`src/rtl/rv32i_types.sv`:
```
// Shared RV32I types: machine word, base opcodes, fetch FSM states and the IF/ID entry layout.
package rv32i_types;

  typedef logic [31:0] rv32i_word;

  typedef enum logic [6:0] {
    op_lui   = 7'b0110111,
    op_auipc = 7'b0010111,
    op_jal   = 7'b1101111,
    op_jalr  = 7'b1100111,
    op_br    = 7'b1100011,
    op_load  = 7'b0000011,
    op_store = 7'b0100011,
    op_imm   = 7'b0010011,
    op_reg   = 7'b0110011,
    op_csr   = 7'b1110011
  } rv32i_opcode;

  typedef enum logic [1:0] {
    FETCH   = 2'b00,
    HOLD    = 2'b01,
    DISCARD = 2'b10
  } fetch_state_t;

  // addi x0,x0,0
  localparam rv32i_word NOP_INSTR = 32'h0000_0013;

  typedef struct packed {
    rv32i_word pc;
    rv32i_word instr;
  } if_id_t;

endpackage

```
`src/rtl/if_id_reg.sv`:
```
// IF/ID pipeline register: {pc, instr} plus valid; load wins over flush, flush keeps pc and inserts a NOP.
module if_id_reg
  import rv32i_types::*;
#(
  parameter rv32i_word RESET_PC = 32'h6000_0000
) (
  input  logic   clk,
  input  logic   rst,
  input  logic   load,
  input  logic   flush,
  input  if_id_t load_dat,
  output logic   valid,
  output if_id_t entry
);

  always_ff @(posedge clk) begin
    if (rst) begin
      valid       <= 1'b0;
      entry.pc    <= RESET_PC;
      entry.instr <= NOP_INSTR;
    end else if (load) begin
      valid <= 1'b1;
      entry <= load_dat;
    end else if (flush) begin
      valid       <= 1'b0;
      entry.instr <= NOP_INSTR;
    end
  end

endmodule

```
`src/rtl/fetch_stage.sv`:
```
// Instruction fetch stage: owns the PC, issues imem reads, absorbs one response in a skid while
// decode stalls, and drops wrong-path responses after an EX redirect. IF/ID feeds decode directly.
module fetch_stage
  import rv32i_types::*;
#(
  parameter rv32i_word RESET_PC = 32'h6000_0000
) (
  input  logic        clk,
  input  logic        rst,
  output logic        imem_read,
  output logic [31:0] imem_address,
  input  logic        imem_resp,
  input  logic [31:0] imem_rdata,
  input  logic        redirect,
  input  logic [31:0] redirect_pc,
  input  logic        id_ready,
  output logic        if_id_valid,
  output logic [31:0] if_id_pc,
  output logic [31:0] if_id_instr,
  output rv32i_opcode opcode,
  output logic [2:0]  funct3,
  output logic [6:0]  funct7
);

  localparam logic [1:0] S_FETCH   = FETCH;
  localparam logic [1:0] S_HOLD    = HOLD;
  localparam logic [1:0] S_DISCARD = DISCARD;

  logic [1:0] state_q, state_d;
  rv32i_word  pc_q, pc_d;
  rv32i_word  stale_addr_q, stale_addr_d;
  if_id_t     skid_q, skid_d;
  if_id_t     entry;

  logic   cons, free;
  logic   id_load, id_flush;
  if_id_t id_load_dat;

  assign cons = if_id_valid & id_ready;
  assign free = ~if_id_valid | cons;

  always_comb begin
    state_d      = state_q;
    pc_d         = pc_q;
    stale_addr_d = stale_addr_q;
    skid_d       = skid_q;
    id_load      = 1'b0;
    id_load_dat  = '{pc: pc_q, instr: imem_rdata};

    if (redirect) begin
      pc_d   = redirect_pc;
      skid_d = '0;
      case (state_q)
        S_FETCH: begin
          if (!imem_resp) begin
            // Memory still owes a response for pc_q; keep its address stable until it arrives.
            stale_addr_d = pc_q;
            state_d      = S_DISCARD;
          end
        end
        S_HOLD:    state_d = S_FETCH;
        // A response landing with the redirect retires the stale request.
        S_DISCARD: state_d = imem_resp ? S_FETCH : S_DISCARD;
        default:   state_d = S_FETCH;
      endcase
    end else begin
      case (state_q)
        S_FETCH: begin
          if (imem_resp) begin
            if (free) begin
              id_load = 1'b1;
              pc_d    = pc_q + 32'd4;
            end else begin
              skid_d  = '{pc: pc_q, instr: imem_rdata};
              state_d = S_HOLD;
            end
          end
        end
        S_HOLD: begin
          if (id_ready) begin
            id_load     = 1'b1;
            id_load_dat = skid_q;
            pc_d        = pc_q + 32'd4;
            state_d     = S_FETCH;
          end
        end
        S_DISCARD: begin
          if (imem_resp) state_d = S_FETCH;
        end
        default: state_d = S_FETCH;
      endcase
    end
  end

  assign id_flush = redirect | (cons & ~id_load);

  always_ff @(posedge clk) begin
    if (rst) begin
      state_q      <= S_FETCH;
      pc_q         <= RESET_PC;
      stale_addr_q <= RESET_PC;
      skid_q       <= '0;
    end else begin
      state_q      <= state_d;
      pc_q         <= pc_d;
      stale_addr_q <= stale_addr_d;
      skid_q       <= skid_d;
    end
  end

  if_id_reg #(.RESET_PC(RESET_PC)) u_if_id (
    .clk      (clk),
    .rst      (rst),
    .load     (id_load),
    .flush    (id_flush),
    .load_dat (id_load_dat),
    .valid    (if_id_valid),
    .entry    (entry)
  );

  assign imem_read    = ~rst & (state_q != S_HOLD);
  assign imem_address = (state_q == S_DISCARD) ? stale_addr_q : pc_q;

  assign if_id_pc    = entry.pc;
  assign if_id_instr = entry.instr;
  assign opcode      = rv32i_opcode'(entry.instr[6:0]);
  assign funct3      = entry.instr[14:12];
  assign funct7      = entry.instr[31:25];

endmodule
```
`config.mk`:
```
export PLATFORM = sky130hd
export DESIGN_NAME = fetch_stage
export DESIGN_NICKNAME = d
export VERILOG_FILES = /design/src/rtl/rv32i_types.sv /design/src/rtl/if_id_reg.sv /design/src/rtl/fetch_stage.sv
export SDC_FILE = /design/constraint.sdc
export NUM_CORES = 1
export LEC_CHECK = 0
export CORE_ASPECT_RATIO = 1.1
export CORE_MARGIN = 4
export CORE_UTILIZATION = 52
export DETAILED_ROUTE_END_ITERATION = 10
export PLACE_DENSITY = 0.81
export SYNTH_ARGS = -nofsm -noshare
export SYNTH_HDL_FRONTEND = slang
export SYNTH_HIERARCHICAL = 1
export SYNTH_SLANG_ARGS = --single-unit
```
`constraint.sdc`:
```
create_clock -name clk -period 4.1 [get_ports clk]
set_input_delay 1.23 -clock clk [delete_from_list [all_inputs] [get_ports clk]]
set_output_delay 1.23 -clock clk [all_outputs]
set_load 0.02 [all_outputs]
```
# Word-level counts from Yosys, hierarchy flattened
# Index checks and enable logic that the tools add are counted.
# totals
wordCells	63
out_inout_bits	115
ramBits	0
rom_bits	0
latch_bits	0
inputBits	69
mem_count	0
regBits	195
# classes
n_mux	27
multipliers	0
order_cmp	0
eq_ne	9
bitwise	10
reduce_logical	8
n_shift	0
div_mod_pow	0
addsub	1
# ops
operator	count
32-bit two-way mux	7
64-bit two-way mux	3
32-bit one-hot mux with 2 select lines	1
32-bit by 3-bit adder with 32-bit output, second input constant	1
3-bit inequality test, second input constant	6
2-bit two-way mux	7
1-bit two-way mux	6
2-bit one-hot mux with 3 select lines	1
3-bit AND reduction	2
1-bit inverter	5
5-bit AND reduction	1
2-bit one-hot mux with 2 select lines	1
4-bit AND reduction	1
1-bit bitwise AND	3
3-bit nonzero test	1
2-bit by 1-bit == test with 1-bit output, second input constant	1
2-bit == test, second input constant	1
2-bit logical NOT	1
2-bit by 1-bit inequality test with 1-bit output, second input constant	1
1-bit OR	2
1-bit one-hot mux with 2 select lines	1
2-bit nonzero test	1
2-bit OR reduction	1

# Logic depth before layout (Yosys ltp)
# Gate-level depths: netlist (run 1).
# logic_depth
ltp_word	11
mapped_depth	9
mapped_depth_nobuf	6

# Hierarchy
# The synthesis (run 1) kept the hierarchy.
# modules_own_cells
mod	area_per_inst_um2	cells_per_inst	n_inst	seq_area_each_um2
fetch_stage	6603.8	814	1	2602.5
if_id_reg	2575.0	246	1	1301.2

# Worst setup path before layout (run 1)
# No wires, ideal clock.
# synth_timing
path_type	in2out
from	in rst
to	out imem_read
path_stages	4
required_time_ns	2.870
path_buffers	3
arrival_time_ns	2.144
setup_slack_ns	0.726
cell_sequence	clkbuf_1 clkbuf_1 buf_1 a21oi_1
# synth_via
elab_chain_len	2
# synth_rtl
item	line	rtl
from (decl)	fetch_stage.sv:9	input logic rst,
1-bit inverter	fetch_stage.sv:121	assign imem_read = ~rst & (state_q != S_HOLD);
1-bit bitwise AND	fetch_stage.sv:121	
to (decl)	fetch_stage.sv:10	output logic imem_read,
# Every way passes these cells.

# Worst setup path after layout (run 1)
# layout_timing
from	reg state_q[1]
to	out imem_address[29]
# layout_via
elab_chain_len	2
# layout_rtl
item	line	rtl
from (decl)	fetch_stage.sv:29	logic [1:0] state_q, state_d;
from (signal assigned)	fetch_stage.sv:104	state_q <= state_d;
2-bit == test	fetch_stage.sv:122	assign imem_address = (state_q == S_DISCARD) ? stale_addr_q : pc_q;
32-bit two-way mux	fetch_stage.sv:122	
to (decl)	fetch_stage.sv:11	output logic [31:0] imem_address,
# Every way passes these cells.

==> key figures, run 1 <==
Timing
  – Total negative setup slack: 0 ns
  – Final Hold Viols: 0
  – Worst slew pin tran: approximately 0.76 ns
  – Slew Limit Fails: 0
  – Min cycle time layout: between 3 and 4 ns
  – Setup repair after global routing missed its margin: no
  – Hold Worst Slack: about 0.45 ns
  – Clock skew: around 0.013 ns
  – Final period util: 0.9645
  – Setup slack after layout: 0.1456 ns
  – Max Clk Rate: around 250 MHz
  – Max-slew headroom: 0.4953
  – Final setup fails: 0

Critical path
  – Required time worst endpoint: 2.87 ns
  – CP max FO: 21
  – Crit path max-delay family: buffers and inverters
  – CP cell instances: inv_1 > nor2_4 > buf_12 > mux2_2 > clkdlybuf4s50_1
  – Buffer and inverter count on the worst path: 3
  – WP data arrival: roughly 2.7 ns
  – WS Path Type: flip-flop to output port
  – Crit-path slowest cell: clkdlybuf4s50_1
  – Critical path launch point type: flip-flop
  – Crit-path max cell delay: 0.55 ns
  – Crit end category: output port

CTS
  – Htree depth: 4
  – Cts hold-fix bufs: 0
  – Worst-path clk slew: ~0.070 ns
  – Clock Sinks: ~200
  – Root Buffer: clkbuf_16
  – Clock Latency Late Sink: 0.44 ns
  – Bufs on Longest Clock Path: 2
  – CTS Buf Count: 17
  – Number of gates resized after CTS: 0
  – Postcts setup bufs: 0
  – CTS tree: built

Place
  – Inst Count DP: ~1400
  – I/O Buffers: 183
  – Gp weighted congestion: about 0.86
  – Place WS: between 0.4 and 0.5 ns
  – DP Wirelength: 15.74 mm

Global route
  – Vias in the first global route: approximately 7800
  – Grt total ovfl: 0
  – Largest net degree at the start of global routing: 140
  – GRT Resource Usage Total: 0.2394
  – First-pass GRT wire length: around 39 mm
  – Antenna violations before repair: 1

Floorplan
  – Std-Cell Rows: 50
  – Die Y: ~150 µm
  – DIE AREA: slightly below 20000 µm²
  – Core area: between 15000 and 20000 µm²
  – Initial core utilization: 0.5335
  – I/O pin cnt: roughly 180
  – Die width: approximately 130 µm

Synth
  – Syn Std Cell Area: 9179 µm²
  – Avg Inst Size Synth: 8.659 µm²
  – Asr flop ratio synth: 0
  – Post-synth top area share: 0.4253
  – Post-synth cell types: 52
  – Yosys top cell by area: dfxtp_1
  – Yosys reg bits: a little under 200
  – Main synth FF type: dfxtp_1
  – Top-count cell post-synth: nand2_1
  – Post-synth net total: 1130
  – Ys Warns: 6
  – Mapped Cells: about 1100
  – Sequential-to-total area share from yosys stat: 0.4253
  – Post-synth EDFFs: 0
  – Top cells by area, synth: dfxtp_1 43%, mux2_2 12%, nand2_1 9.9%, a21oi_1 5.7%, mux2i_1 3.7%
  – Commonest cells post-synth: 242 x nand2_1, 195 x dfxtp_1, 105 x a21oi_1

Drt
  – Wire per inst: 17.02 µm
  – Routed wire length: 24.04 mm
  – Drt pass-1 iters: 5
  – Routed vias: slightly below 8000
  – Antenna-violating nets left: 0
  – Vias per inst: between 5 and 6
  – First DRT Iteration DRCs: between 600 and 700
  – DRC Markers: 0

Cells and area
  – Share of cells above drive strength 1: 0.1493
  – Final #Nets: roughly 1200
  – Post-Layout Cell Count: about 1400
  – Syn-to-layout area delta: 25.76%
  – # diodes: 0

Status
  – Status: completed

Power and ir drop
  – Max VDD drop: 0.3130 mV
  – PD cells: 378.3 nW/µm²
  – Pleak: around 4 nW
  – Final Power: about 0.0044 W

Run
  – Max-cap violations: 0

Min path
  – Hold crit path type: flip-flop to flip-flop
[final timing paths]
check                           depth (start not counted)                     from  slack, ns                             to
worst max-delay path                                    5  state_q[1]$_SDFFE_PP0P_       0.15               imem_address[29]
worst min register to register                          2   skid_q[1]$_SDFFE_PP0P_       0.45         skid_q[1]$_SDFFE_PP0P_
worst max register to register                          6  state_q[0]$_SDFFE_PP0P_       1.74  u_if_id/entry[5]$_SDFFE_PP0P_
worst min-delay path                                    2   skid_q[1]$_SDFFE_PP0P_       0.45         skid_q[1]$_SDFFE_PP0P_
[worst register-to-register path, stage by stage, from the launching register on]
cell and delay, ns:
dfxtp_1 0.47, o21ba_2 0.32, nor4_2 0.35, o21ai_0 0.29, or2_1 0.29, buf_4 0.27
o32ai_1 0.28
[power by group]
group          internal (W)  switching (W)  total (W)
combinational      0.000319       0.000348   0.000666
clock              0.000930       0.000730    0.00166
sequential          0.00196      0.0000804    0.00204
[layout make-up]
type                       count  area [µm²]
clock buffer                  20       456.7
clock inverter                11       127.6
fill                        1404        5660
inverter                      37       138.9
multi-input combinational    717        4599
sequential                   195        3904
tap                          234       292.8
timing repair buffer         199        2024
[registers in the layout (all words and copies together), names as in the netlist]
name / count
skid_q: 64
u_if_id/entry: 64
pc_q: 32
stale_addr_q: 32
state_q: 2
u_if_id/valid: 1
[through the flow]
stage | instance area (µm²) | utilization
2_1_floorplan | 9179 | -
3_3_place_gp | 10960 | 0.6370
3_5_place_dp | 10960 | 0.6370
4_1_cts | 11540 | 0.6710
5_1_grt | 11540 | 0.6710
6_report | 11540 | 0.6710
[cell families after synthesis]
kind of cell	share of synthesized area
xor gates and xnor gates	0.02004
DFF	0.4253
AOI/OAI and AO/OA	0.1418
buffers and inverters	0.07674
adders and majority gates	0.001363
muxes	0.1524
and+or+nand+nor	0.1824
[placed cells by master, fill, tap and decap left out, drive strengths merged, types with 2 or more instances in the layout]
cell / instances
a211o: 5
a211oi: 19
a21oi: 105
a311oi: 2
a31oi: 2
and3: 10
and4: 5
buf: 17
bufinv: 2
clkbuf: 20
clkdlybuf4s50: 182
clkinvlp: 6
dfxtp: 195
inv: 39
mux2: 94
mux2i: 34
nand2: 242
nand2b: 3
nand3: 14
nand3b: 2
nand4: 12
nor2: 63
nor2b: 2
nor3: 6
nor4: 11
o21a: 2
o21ai: 7
o21ba: 2
o21bai: 3
o22ai: 2
o31a: 4
o32ai: 28
or2: 2
or3: 4
or4: 4
xnor2: 9
xor2: 12
[metal layers]
layer,vias up,share of wire,global-route usage
met5,-,0.00029,0
met4,2,0.015,0.07587
met3,31,0.072,0.05103
met2,301,0.49,0.4019
met1,3754,0.42,0.3075
li1,3816,-,-
No activity file was read; power rests on OpenSTA's default activity.
==> run 2, diff against run 1 <==
- clock period: 4.1 -> 4.2 ns (I/O delays scaled with it)
==> run 2 against run 1 <==
Clock-buffer cell count is 3 higher. Flip-flop and latch count did not move. Clock skew shrank 0.0062 ns. Critical path type unchanged.
==> key figures, run 2 (same netlist as run 1, synthesis figures left out) <==
Global route
  – Largest net degree at the start of global routing: 97
  – First-pass GRT wire length: 39.70 mm
  – GRT Resource Usage Total: 0.2468
  – GR Util met1: 0.3190
  – Grt total ovfl: 0
  – Vias in the first global route: 7739
  – Met2 GRT Util: 0.4064
  – Met3 usage: 0.04966
  – GRT busiest layer: met2
  – Antenna violations before repair: 1

Floorplan
  – I/O pin cnt: between 150 and 200
  – Core area: 17200 µm²
  – DIE AREA: 19840 µm²
  – Initial core utilization: 0.5335
  – Die width: 134.7 µm
  – Std-Cell Rows: 50
  – Die Y: roughly 150 µm

Cells and area
  – # diodes: 0
  – Final #Nets: between 1000 and 1500
  – Storage cell area: 3904 µm²
  – Multi-input combinational cell area: around 4600 µm²
  – Syn-to-layout area delta: 25.63%
  – # fillers: around 1400
  – Post-Layout Cell Count: approximately 1400
  – Largest registers: skid_q: 64 flops, u_if_id/entry: 64 flops
  – Commonest non-fill, non-tap cells in the layout: 242 x nand2_1, 195 x dfxtp_1, 182 x clkdlybuf4s50_1
  – Fin area: between 10000 and 15000 µm²
  – Share of cells above drive strength 1: 0.1503
  – Commonest non-fill, non-tap cell in the layout: nand2_1

Drt
  – Antenna-violating nets left: 0
  – First DRT Iteration DRCs: 644
  – Routed vias: ~8000
  – Drt pass-1 iters: 5
  – Routed wire length: roughly 25 mm
  – Vias per inst: between 5 and 6
  – Wire per inst: between 15 and 20 µm
  – DRC Markers: 0

Timing
  – Slew Limit Fails: 0
  – Final period util: 0.9455
  – Clock skew: approximately 0.0065 ns
  – Setup repair after global routing missed its margin: no
  – Max Clk Rate: between 200 and 300 MHz
  – Final Hold Viols: 0
  – Final setup fails: 0
  – Worst slew pin tran: approximately 0.80 ns
  – Max-slew headroom: 0.4699
  – Min cycle time layout: 3.971 ns
  – Total negative setup slack: 0 ns

Critical path
  – Crit path max-delay family: buffers and inverters
  – CP max FO: 21
  – Critical R2R Launch: state_q[0]$_SDFFE_PP0P_
  – Buffer and inverter count on the worst path: 3
  – Critical path launch point type: flip-flop
  – Setup slack, reg-to-reg: roughly 1.9 ns
  – Crit end category: output port
  – Crit-path slowest cell: clkdlybuf4s50_1
  – Required time worst endpoint: 2.94 ns
  – Reg2Reg Depth: 6
  – FF-to-FF End: u_if_id/entry[6]$_SDFFE_PP0P_
  – WP data arrival: ~2.7 ns
  – Crit-path max cell delay: between 0.5 and 0.6 ns
  – WS Path Type: flip-flop to output port
  – CP cell instances: inv_1 > nor2_4 > buf_12 > mux2_2 > clkdlybuf4s50_1

CTS
  – Root Buffer: clkbuf_16
  – Htree depth: 4
  – Postcts setup bufs: 0
  – CTS tree: built
  – Number of gates resized after CTS: 0
  – Clock Latency Late Sink: 0.43 ns
  – Worst-path clk slew: roughly 0.07 ns
  – Bufs on Longest Clock Path: 2
  – Cts hold-fix bufs: 0
  – Clock Sinks: a little under 200
  – CTS Buf Count: 17

Place
  – DP Area: 10960 µm²
  – Gp weighted congestion: roughly 0.84
  – I/O Buffers: ~180
  – Inst Count DP: between 1000 and 1500
  – DP Wirelength: 16.35 mm

Run
  – Max-cap violations: 0

Power and ir drop
  – Max VDD drop: about 0.31 mV
  – Pleak: between 3 and 4 nW
  – Final Power: between 0.004 and 0.005 W
  – PD cells: around 370 nW/µm²

Min path
  – Worst Hold End: skid_q[39]$_SDFFE_PP0P_
  – Worst Hold Depth: 2
  – Hold path startpoint: skid_q[39]$_SDFFE_PP0P_
  – Hold crit path type: flip-flop to flip-flop

Status
  – Status: completed
[run 2: final cells by class]
type,count,area share
timing repair buffer,204,0.1756
tap,234,0.02539
sequential,195,0.3385
multi-input combinational,717,0.3989
clock buffer,23,0.04058
clock inverter,8,0.009006
inverter,37,0.01204
[run 2: metrics by stage]
stage / worst slack, ns / hold WS [ns] / utilization
6_report: 0.2290 / 0.4535 / 0.6703
5_1_grt: 0.1025 / 0.4732 / 0.6703
4_1_cts: 0.2268 / 0.4533 / 0.6703
3_5_place_dp: 0.5933 / 0.4439 / 0.6370
3_3_place_gp: 0.5987 / 0.4380 / 0.6370
2_1_floorplan: 0.7660 / 0.4329 / -
[run 2: power by group]
part | switching, W | leakage [nW] | internal (W)
clock network | 0.000691 | 0.265 | 0.000906
logic | 0.000338 | 2.06 | 0.000311
registers | 0.0000813 | 1.59 | 0.00191
total | 0.00111 | 3.91 | 0.00313
[run 2: worst min-delay path, delay by kind of cell (launching register included)]
family | cells | cell delay, ns
AO/OA/AOI/OAI | 1 | 0.05
flip-flops | 1 | 0.31
AND/OR/NAND/NOR | 1 | 0.05
[run 2: metal layers]
metal  vias to the layer above  wire length [µm]
met5                         -                 7
met4                         2               557
met3                        45              1970
met2                       331             11930
met1                      3764             10090
li1                       3818                 -
[run 2: how the worst max path moves through the flow]
stage | start | end | slack (ns) | cells past startpoint
after global routing | state_q[1]$_SDFFE_PP0P_ | imem_address[15] | 0.10 | 5
after floorplan | rst | imem_read | 0.77 | 4
after CTS | state_q[1]$_SDFFE_PP0P_ | imem_address[15] | 0.23 | 5
after global placement | rst | u_if_id/entry[2]$_SDFFE_PP0P_ | 0.60 | 6
after detailed placement | redirect | u_if_id/entry[6]$_SDFFE_PP0P_ | 0.59 | 7
final | state_q[1]$_SDFFE_PP0P_ | imem_address[15] | 0.23 | 5
==> run 3, diff against run 2 <==
- PLACE_DENSITY: 0.81 -> 0.92
==> run 3 against run 2 <==
Critical path depth did not move. Core utilization rose by 0.19 points. Hold slack got worse by 0.0023 ns. Largest cell class unchanged. Largest power group unchanged. Non-clock buffer count fell by 2. Power rose by 3.0%. Global-route usage fell by 0.075 points. First-iteration DRC count fell by 1.1%. Combinational power barely moved. Sequential power barely moved.
==> key figures, run 3 (same netlist as run 1, synthesis figures left out) <==
Power and ir drop
  – Max VDD drop: 0.3270 mV
  – PD cells: between 300 and 400 nW/µm²
  – Pleak: 3.941 nW

Cells and area
  – Post-Layout Cell Count: ~1400
  – Commonest non-fill, non-tap cell in the layout: nand2_1
  – # diodes: 0
  – Share of cells above drive strength 1: 0.1514
  – Syn-to-layout area delta: 25.98%
  – Commonest non-fill, non-tap cells in the layout: 242 x nand2_1, 195 x dfxtp_1, 182 x clkdlybuf4s50_1
  – # fillers: 1310
  – Largest registers: skid_q: 64 flops, u_if_id/entry: 64 flops
  – Final #Nets: 1240

Place
  – DP Wirelength: around 16 mm
  – I/O Buffers: 183
  – Gp weighted congestion: roughly 0.83
  – Inst Count DP: about 1400

Timing
  – Max Clk Rate: ~250 MHz
  – Slew Limit Fails: 0
  – Min cycle time layout: ~4.0 ns
  – Final period util: 0.9494
  – Total negative setup slack: 0 ns
  – Clock skew: 0.008257 ns
  – Final Hold Viols: 0
  – Worst slew pin tran: 0.9050 ns
  – Final setup fails: 0
  – Setup repair after global routing missed its margin: no
  – Max-slew headroom: 0.3966

Global route
  – Largest net degree at the start of global routing: 97
  – Grt total ovfl: 0
  – Vias in the first global route: around 8000
  – GRT Resource Usage Total: 0.2460
  – Antenna violations before repair: 2
  – First-pass GRT wire length: between 30 and 40 mm

Critical path
  – WS Path Type: flip-flop to output port
  – Crit-path slowest cell: clkdlybuf4s50_1
  – CP max FO: 33
  – Crit-path max cell delay: about 0.55 ns
  – Required time worst endpoint: 2.94 ns
  – WP data arrival: 2.73 ns
  – Critical path launch point type: flip-flop
  – CP cell instances: inv_1 > nor2_4 > buf_4 > mux2_2 > clkdlybuf4s50_1
  – Crit end category: output port

Drt
  – Antenna-violating nets left: 0
  – Drt pass-1 iters: 7
  – DRC Markers: 0
  – Vias per inst: around 5.7
  – Routed wire length: approximately 25 mm
  – Routed vias: 8057
  – First DRT Iteration DRCs: between 600 and 700
  – Wire per inst: 17.52 µm

Run
  – Max-cap violations: 0

Min path
  – Hold crit path type: flip-flop to flip-flop

Status
  – Status: completed

CTS
  – CTS tree: built
  – Clock Sinks: roughly 200
  – Postcts setup bufs: 0
  – Bufs on Longest Clock Path: 2
  – Root Buffer: clkbuf_16
  – CTS Buf Count: 17
  – Worst-path clk slew: about 0.07 ns
  – Clock Latency Late Sink: ~0.43 ns
  – Number of gates resized after CTS: 0
  – Cts hold-fix bufs: 0
  – Htree depth: 4

Floorplan
  – Core area: between 15000 and 20000 µm²
  – Std-Cell Rows: 50
  – Initial core utilization: 0.5335
  – I/O pin cnt: approximately 180
  – Die Y: between 100 and 150 µm
  – Die width: between 100 and 150 µm
  – DIE AREA: about 20000 µm²
run 3: cell count changes in the layout (fill, tap and decap cells not counted), sizes merged:
cell      previous run  this run
clkinvlp             4         1
clkinv               2         5
clkbuf              23        19
bufinv               2         4
inv                 37        39
buf                 22        20
run 3: report_power, final:
group          internal (W)  total, W  switching, W
Combinational      0.000309  0.000650      0.000340
Clock               0.00101   0.00172      0.000709
Sequential          0.00191   0.00200     0.0000820
run 3: metal layers:
layer | global-route usage | wire (µm) | vias up
met1 | 0.3022 | 9903 | 3848
li1 | - | - | 3808
met3 | 0.05205 | 1925 | 51
met4 | 0.1064 | 699 | 4
met2 | 0.4152 | 12250 | 346
met5 | 0 | 26 | -
run 3: final cells by class:
type	count	area, µm²	share of cell area
Timing Repair Buffer	202	2009	0.1738
Tap cell	234	292.8	0.02532
Clock inverter	12	180.2	0.01558
Inverter	37	138.9	0.01201
Sequential cell	195	3904	0.3376
Clock buffer	19	442.9	0.03830
Multi-Input combinational cell	717	4596	0.3974
run 3: critical path: cells and delay by family, from the launching register on:
family        cells  cell delay, ns
buf+inv           3            1.20
flops             1            0.54
mux               1            0.43
simple gates      1            0.11
run 3: through the flow:
step                      setup slack, ns  cell area [µm²]  total power, W    util  hold slack [ns]
after floorplan                    0.7660             9179        0.002415       -           0.4329
after global placement             0.6904            10940        0.002664  0.6359           0.4376
after detailed placement           0.5691            10940        0.002680  0.6359           0.4435
after CTS                          0.2020            11560        0.004390  0.6721           0.4531
after global routing              0.08997            11560        0.004523  0.6721           0.4695
final                              0.2124            11560        0.004369  0.6721           0.4511
run 3: final timing paths:
kind / from / cells past startpoint / endpoint / slack (ns)
worst max register to register: state_q[0]$_SDFFE_PP0P_ / 6 / u_if_id/entry[2]$_SDFFE_PP0P_ / 1.83
worst min-delay path: skid_q[3]$_SDFFE_PP0P_ / 2 / skid_q[3]$_SDFFE_PP0P_ / 0.45
worst max-delay path: state_q[1]$_SDFFE_PP0P_ / 5 / imem_address[31] / 0.21
worst min register to register: skid_q[3]$_SDFFE_PP0P_ / 2 / skid_q[3]$_SDFFE_PP0P_ / 0.45
